### src/rtl/pipe_run_ctrl.sv
// rtl/pipe_run_ctrl.sv - run/halt/single-step sequencer for the 5-stage pipeline
//
// Freezes fetch, injects ID/EX bubbles and drains EX/MEM/WB before reporting
// halted. Halts come from halt_req or from an EBREAK/ECALL (opcode 7'h73) in ID.
//
// Ports:
//   clk, reset          clock, synchronous active-high reset
//   id_opcode, id_valid instruction currently held in IF/ID
//   hazard_stall, flush load-use stall and branch/jump redirect this cycle
//   wb_retire           an instruction completes WB this cycle
//   halt_req            level halt request
//   resume_req          pulse, HALTED -> RUN
//   step_req            pulse, HALTED -> execute one instruction
//   fetch_hold          freeze PC and IF/ID
//   id_bubble           force ID/EX to NOP
//   halted              pipeline drained and frozen
//   state               encoded FSM state (RUN=0 DRAIN=1 HALTED=2 STEP_ISSUE=3 STEP_DRAIN=4)
//   halt_cause          0 none, 1 request, 2 ebreak, 3 step
//   cycle_count         cycles spent outside HALTED (wraps)
//   instret_count       wb_retire pulses (wraps)

module pipe_run_ctrl #(
  parameter int DRAIN_CYCLES = 3,
  parameter int CNT_W        = 32
) (
  input  logic             clk,
  input  logic             reset,
  input  logic [6:0]       id_opcode,
  input  logic             id_valid,
  input  logic             hazard_stall,
  input  logic             flush,
  input  logic             wb_retire,
  input  logic             halt_req,
  input  logic             resume_req,
  input  logic             step_req,
  output logic             fetch_hold,
  output logic             id_bubble,
  output logic             halted,
  output logic [2:0]       state,
  output logic [1:0]       halt_cause,
  output logic [CNT_W-1:0] cycle_count,
  output logic [CNT_W-1:0] instret_count
);

  localparam logic [2:0] RUN        = 3'd0;
  localparam logic [2:0] DRAIN      = 3'd1;
  localparam logic [2:0] HALTED     = 3'd2;
  localparam logic [2:0] STEP_ISSUE = 3'd3;
  localparam logic [2:0] STEP_DRAIN = 3'd4;

  localparam logic [1:0] CAUSE_NONE  = 2'd0;
  localparam logic [1:0] CAUSE_REQ   = 2'd1;
  localparam logic [1:0] CAUSE_TRAP  = 2'd2;
  localparam logic [1:0] CAUSE_STEP  = 2'd3;

  localparam int              DW         = (DRAIN_CYCLES > 1) ? $clog2(DRAIN_CYCLES) : 1;
  localparam logic [DW-1:0]   DRAIN_LOAD = DW'(DRAIN_CYCLES - 1);

  logic [DW-1:0] drain_cnt;
  logic          mask;
  logic          sys_in_id;
  logic          trap_hit;

  assign sys_in_id = id_valid && (id_opcode == 7'h73);
  // Stalled or flushed IF/ID contents are not really issuing, so they cannot trap.
  // The mask suppresses the trap left in IF/ID after resuming from an ebreak halt.
  assign trap_hit  = sys_in_id && !hazard_stall && !flush && !mask;

  always_comb begin
    fetch_hold = 1'b0;
    id_bubble  = 1'b0;
    halted     = 1'b0;
    case (state)
      RUN: begin
        // Hold the trap in ID in its own detect cycle so it never reaches EX.
        fetch_hold = trap_hit;
        id_bubble  = trap_hit;
      end
      DRAIN, STEP_DRAIN: begin
        fetch_hold = 1'b1;
        id_bubble  = 1'b1;
      end
      HALTED: begin
        fetch_hold = 1'b1;
        id_bubble  = 1'b1;
        halted     = 1'b1;
      end
      STEP_ISSUE: begin
        // Stepping onto a trap does not issue it; the step ends as a trap halt.
        if (!hazard_stall && sys_in_id) begin
          fetch_hold = 1'b1;
          id_bubble  = 1'b1;
        end
      end
      default: ;
    endcase
  end

  always_ff @(posedge clk) begin
    if (reset) begin
      state         <= RUN;
      halt_cause    <= CAUSE_NONE;
      drain_cnt     <= '0;
      mask          <= 1'b0;
      cycle_count   <= '0;
      instret_count <= '0;
    end else begin
      if (state != HALTED)
        cycle_count <= cycle_count + CNT_W'(1);
      if (wb_retire)
        instret_count <= instret_count + CNT_W'(1);

      case (state)
        RUN: begin
          mask <= 1'b0;
          if (trap_hit) begin
            state      <= DRAIN;
            halt_cause <= CAUSE_TRAP;
            drain_cnt  <= DRAIN_LOAD;
          end else if (halt_req) begin
            state      <= DRAIN;
            halt_cause <= CAUSE_REQ;
            drain_cnt  <= DRAIN_LOAD;
          end
        end
        DRAIN, STEP_DRAIN: begin
          if (drain_cnt == '0)
            state <= HALTED;
          else
            drain_cnt <= drain_cnt - DW'(1);
        end
        HALTED: begin
          if (resume_req) begin
            state      <= RUN;
            halt_cause <= CAUSE_NONE;
            mask       <= (halt_cause == CAUSE_TRAP);
          end else if (step_req) begin
            state      <= STEP_ISSUE;
            halt_cause <= CAUSE_STEP;
          end
        end
        STEP_ISSUE: begin
          if (!hazard_stall) begin
            state     <= STEP_DRAIN;
            drain_cnt <= DRAIN_LOAD;
            if (sys_in_id)
              halt_cause <= CAUSE_TRAP;
          end
        end
        default: state <= RUN;
      endcase
    end
  end

endmodule

### config.mk
export PLATFORM = sky130hd
export DESIGN_NAME = pipe_run_ctrl
export DESIGN_NICKNAME = d
export VERILOG_FILES = /design/src/rtl/pipe_run_ctrl.sv
export SDC_FILE = /design/constraint.sdc
export NUM_CORES = 1
export LEC_CHECK = 0
export BUFFER_PORTS_ARGS = -buffer_cell sky130_fd_sc_hd__buf_2
export CAP_MARGIN = 0
export CORE_ASPECT_RATIO = 0.8
export CORE_UTILIZATION = 36
export CTS_BUF_LIST = sky130_fd_sc_hd__clkbuf_8
export CTS_CLUSTER_SIZE = 24
export DETAILED_ROUTE_END_ITERATION = 10
export SYNTH_ARGS = -nofsm -noshare
export SYNTH_HDL_FRONTEND = slang
export SYNTH_SLANG_ARGS = --single-unit
### constraint.sdc
create_clock -name clk -period 4 [get_ports clk]
set_input_delay 0.6 -clock clk [delete_from_list [all_inputs] [get_ports clk]]
set_output_delay 0.6 -clock clk [all_outputs]
set_load 0.02 [all_outputs]
Word level (Yosys, flattened, before mapping)
Index checks and enable logic that the tools add are counted.
W data, S select, Z words.
{"block": "word_totals", "out_inout_bits": 72, "romBits": 0, "regBits": 72, "latch_bits": 0, "word_cells": 65, "mem_count": 0, "mem_bits_rw": 0}
{"block": "op_classes", "order_cmp": 0, "shifts": 0, "n_eq_ne": 14, "n_bitwise": 0, "n_addsub": 3, "mux": 24, "n_div": 0, "n_reduce_logical": 18, "multipliers": 0}
{"op": "$add A32 B1 Y32 const B", "n": 2}
{"op": "$mux W2", "n": 10}
{"op": "$mux W3", "n": 6}
{"op": "$pmux W2 S3", "n": 2}
{"op": "$pmux W3 S4", "n": 1}
{"op": "$ne A2 B2 Y1 const B", "n": 5}
{"op": "$reduce_and A4 Y1", "n": 2}
{"op": "$eq A7 B7 Y1 const B", "n": 1}
{"op": "$eq A3 B2 Y1 const B", "n": 2}
{"op": "$ne A3 B3 Y1 const B", "n": 2}
{"op": "$reduce_bool A3 Y1", "n": 2}
{"op": "$reduce_and A5 Y1", "n": 1}
{"op": "$logic_and A1 B1 Y1", "n": 4}
{"op": "$eq A3 B1 Y1 const B", "n": 1}
{"op": "$eq A3 B3 Y1 const B", "n": 1}
{"op": "$logic_not A1 Y1", "n": 3}
{"op": "$logic_not A3 Y1", "n": 1}
{"op": "$mux W1", "n": 3}
{"op": "$ne A3 B2 Y1 const B", "n": 1}
{"op": "$pmux W1 S3", "n": 1}
{"op": "$reduce_or A3 Y1", "n": 1}
{"op": "$eq A2 B2 Y1 const B", "n": 1}
{"op": "$logic_not A2 Y1", "n": 1}
{"op": "$pmux W1 S2", "n": 1}
{"op": "other kinds (4)", "n": 4}

Logic depth before layout (Yosys ltp)
{"block": "depth", "depth_word": 7, "ltp_mapped": 9, "depth_no_buf": 7}

Least setup slack after synthesis
OpenSTA, ideal clock, no wires.
{"block": "synth_path", "kind": "in2out", "from": "input port id_opcode[2]", "to": "output port id_bubble", "arrival_ns": 1.618, "path_stages": 5, "slack_ns": 1.782, "n_path_buf": 1, "cell_sequence": "and4bb_2 nand3_1 nand3_1 o221a_2 buf_4"}
{"block": "synth_via", "elab_chain_cells": 6, "word_cells_on_any_way": 7, "classes_between": "1 x eq/ne; 2 x mux; 4 x reduce/logical"}
{"item": "start, declared", "line": "28", "text": "input logic [6:0] id_opcode,"}
{"item": "$eq A7 B7 Y1 (*)", "line": "64", "text": "assign sys_in_id = id_valid && (id_opcode == 7'h73);"}
{"item": "$logic_and A1 B1 Y1 (*)", "line": "64"}
{"item": "$logic_and A1 B1 Y1 (*)", "line": "67, 90"}
{"item": "$logic_and A1 B1 Y1 (2 in series)", "line": "67", "text": "assign trap_hit = sys_in_id && !hazard_stall && !flush && !mask;"}
{"item": "$pmux W1 S3 (*)"}
{"item": "end, declared", "line": "37", "text": "output logic id_bubble,"}
Mark *: on every way between the ends. The rest lies on a longest branch, timed or not.

Worst setup path in the final report
{"block": "layout_path", "from": "input port id_opcode[2]", "to": "output port fetch_hold"}
{"block": "layout_via", "elab_chain_cells": 6, "word_cells_on_any_way": 7, "classes_between": "1 x eq/ne; 2 x mux; 4 x reduce/logical"}
{"item": "$eq A7 B7 Y1 (*)", "line": "64"}
{"item": "$logic_and A1 B1 Y1 (*)", "line": "64"}
{"item": "$logic_and A1 B1 Y1 (*)", "line": "67, 90"}
{"item": "$logic_and A1 B1 Y1 (2 in series)", "line": "67"}
{"item": "$pmux W1 S3 (*)", "line": "73", "text": "case (state)"}
{"item": "end, declared", "line": "36", "text": "output logic fetch_hold,"}
Marked as above.

==> impl_metrics.tcl <==
set metrics [dict create \
    area_growth_pct 20.5 \
    nFillCells 929 \
    dieArea_um2 9980 \
    num-nets-final 504 \
    fin_util 0.452 \
    crit_required_ns 3.40 \
    placed_cells 589 \
    violations "DRC" \
    dieWidth_um 111 \
    drtAntennaViolNets 0 \
    fin_worst_skew_ns 0.0115 \
    io_pins 88 \
    synthCells 401 \
    yosys_warnings 0 \
    dp_slack_ns 1.68 \
    cp_max_fo 7 \
    antenna_found_initial 0 \
    path_class "input port to primary output" \
    finalPower_mw 1.75 \
    cpMaxStageDelayCell "and4bb_2" \
    max_cap_viol_count 0 \
    hold_path_depth 2 \
    core_um2 9190 \
    fin_cells 605 \
    synth_top_area_frac 0.418 \
    rrSetupSlack_ns 1.73 \
    numCtsBuffers 9 \
    yosysTopAreaCell "dfxtp_1" \
    tightest_slew_ns 0.975 \
    clk_pin_slew_ns 0.07 \
    place_congestion 0.793 \
    irDropWorstVdd_mv 0.130 \
    postLayoutCellArea_um2 4160 \
    cts_buffer_depth 2 \
    critical_path_arrival_ns 1.73 \
    holdPathEnd "mask$_SDFFE_PP0P_" \
    fin_setup_tns_ns 0 \
    syn_nets 420 \
    ys_top_cells_by_area "dfxtp_1 42%, xor2_1 10%, nor2_1 7.7%, nand4_1 4.9%, xnor2_1 3.8%" \
    max_freq_mhz 429 \
    htreeDepth 3 \
    r2r-start "state[0]$_SDFFE_PP0P_" \
    rr_worst_depth 7 \
    hpwlAfterDp_mm 5.45 \
    port_buffers 87 \
    vias_per_cell 5.06 \
    ys_types 49 \
    grt_first_pass_wirelength_mm 13.0 \
    hp-class "register to register" \
    synth_edf_count 0 \
    drt-initial-drc-count 218 \
    cts.sink_count 72 \
    startpoint_type "input port" \
    setup_slack_ns 1.67 \
    slowest_delay_ns 0.30 \
    maxSlewViolCount 0 \
    slew_headroom 0.347 \
    die_h_um 89.5 \
    cts_tree "yes" \
    min_period_ns 2.33 \
    worst_hold_slack_ns 0.471 \
    leakagePower_nw 1.75 \
    num_vias 3063 \
    syn_area_per_cell_um2 8.60 \
    dr.pass1.iters 9 \
    synthArstFlopShare 0 \
    crit_chain "buf_2 > and4bb_2 > nand3_1 > nand3_1 > o221a_2 > buf_2" \
    layout-drive-gt1-share 0.257 \
    start_util 0.375 \
    drcViolationCount 20 \
    timing.final.crit_share 0.582 \
    rsz0062_at_grt "false" \
    wl_per_cell_um 12.9 \
    floorplan.rows 31 \
    r2r-end "cycle_count[30]$_SDFFE_PP0N_" \
    cts_root_buffer "clkbuf_8" \
    diodes 0 \
    worstHoldStart "mask$_SDFFE_PP0P_" \
    power_density_nw_per_um2 420 \
    syn-cell-area_um2 3450 \
    outcome "finished, violations left" \
    track_usage 0.163 \
    grt_pass1_vias 2708 \
    insertion_delay_ns 0.34 \
    drt-total-wl_mm 7.83 \
    cts-hold-fix-buffers 0 \
    ctsResizeCount 0 \
    gr-total-overflow 0 \
    synth_ff_type "dfxtp_1" \
    post_cts.repair.setup_buffers 0 \
    grt_max_degree 39 \
    hold_viol 0 \
    setup-violations-final 0 \
    ys_seq_area_frac 0.418 \
    crit_path_end_kind "primary output" \
    place_area_um2 3970 \
    ys_seq_elements 72 \
]
worst max-delay path: cells and delay by family:
kind | cells | cell delay (ns)
AO/OA/AOI/OAI | 1 | 0.19
buffers and inverters | 2 | 0.25
AND/OR/NAND/NOR | 3 | 0.68
worst max path at each step:
stage | startpoint | to | slack [ns] | cells after the start
CTS | id_opcode[2] | fetch_hold | 1.67 | 6
detailed placement | id_opcode[2] | fetch_hold | 1.68 | 6
finish | id_opcode[2] | fetch_hold | 1.67 | 6
global route | state[0]$_SDFFE_PP0P_ | cycle_count[30]$_SDFFE_PP0N_ | 1.53 | 7
floorplan | id_opcode[2] | id_bubble | 1.78 | 5
global placement | id_opcode[2] | fetch_hold | 1.69 | 6
power by group:
group | total [mW] | switching [mW] | leakage, nW | internal (mW)
Sequential | 0.820 | 0.0640 | 0.582 | 0.756
Combinational | 0.400 | 0.246 | 1.08 | 0.154
Clock | 0.527 | 0.284 | 0.0845 | 0.243
Total | 1.75 | 0.594 | 1.75 | 1.15
kinds of logic after synthesis:
| kind of cell | Yosys count | synth area share |
|---|---|---|
| AO/OA/AOI/OAI | 35 | 0.0646 |
| AND/OR/NAND/NOR | 201 | 0.316 |
| buffers and inverters | 31 | 0.0392 |
| flip-flops | 72 | 0.418 |
| multiplexers | 3 | 0.00907 |
| XOR/XNOR | 56 | 0.142 |
| adder cells (fa/ha/maj) | 3 | 0.0109 |
state kept, by name, indices dropped and copies added, names as in the netlist:
register       flops
cycle_count       32
drain_cnt          2
halt_cause         2
instret_count     32
mask               1
state              3
cells in the final DEF, fill, tap and decap left out, types with 2 or more instances in the layout:
cell        count
a31oi_1         3
and2_1          3
dfxtp_1        72
and4_1          4
ha_1            3
mux2i_1         2
buf_2          87
and3_1          9
xor2_1         41
nor2_1         71
nor3_1          5
clkinv_4        2
xnor2_1        15
clkbuf_8       10
inv_1          13
a21oi_1        14
nand4_1        27
nand2_1        27
nand4b_1        2
o21ai_0         8
nor3_2          2
nor3_4          2
buf_4           3
nor4_1          2
a211oi_1        2
or3_1           8
clkinvlp_4      3
a311oi_1        3
nand3_1        24
metal layers:
metal | track usage | share of wire | wire length [um]
met1 | 0.224 | 0.52 | 4090
met2 | 0.244 | 0.41 | 3250
met3 | 0.0515 | 0.057 | 443
met4 | 0.0553 | 0.0064 | 50
met5 | 0 | 0 | 0
Yosys cell counts (3+ instances only):
library cell / instances
xor2_1: 41
nand3_1: 24
buf_2: 5
clkbuf_1: 10
xnor2_1: 15
and2_1: 3
a31oi_1: 3
nand4_1: 27
and4_1: 4
ha_1: 3
nand2_1: 27
nor2_1: 71
and3_1: 9
nor3_1: 5
or3_1: 8
a21oi_1: 14
a311oi_1: 3
dfxtp_1: 72
o21ai_0: 8
inv_1: 13
cell type report:
| class | instances | area [um^2] | area share |
|---|---|---|---|
| Sequential cell | 72 | 1440 | 0.347 |
| Multi-Input combinational cell | 298 | 1870 | 0.450 |
| Inverter | 14 | 57.6 | 0.0139 |
| Timing Repair Buffer | 90 | 458 | 0.110 |
| Clock buffer | 10 | 138 | 0.0331 |
| Tap cell | 115 | 144 | 0.0346 |
| Clock inverter | 6 | 45.0 | 0.0108 |
Power figures use the tool's default switching activity.
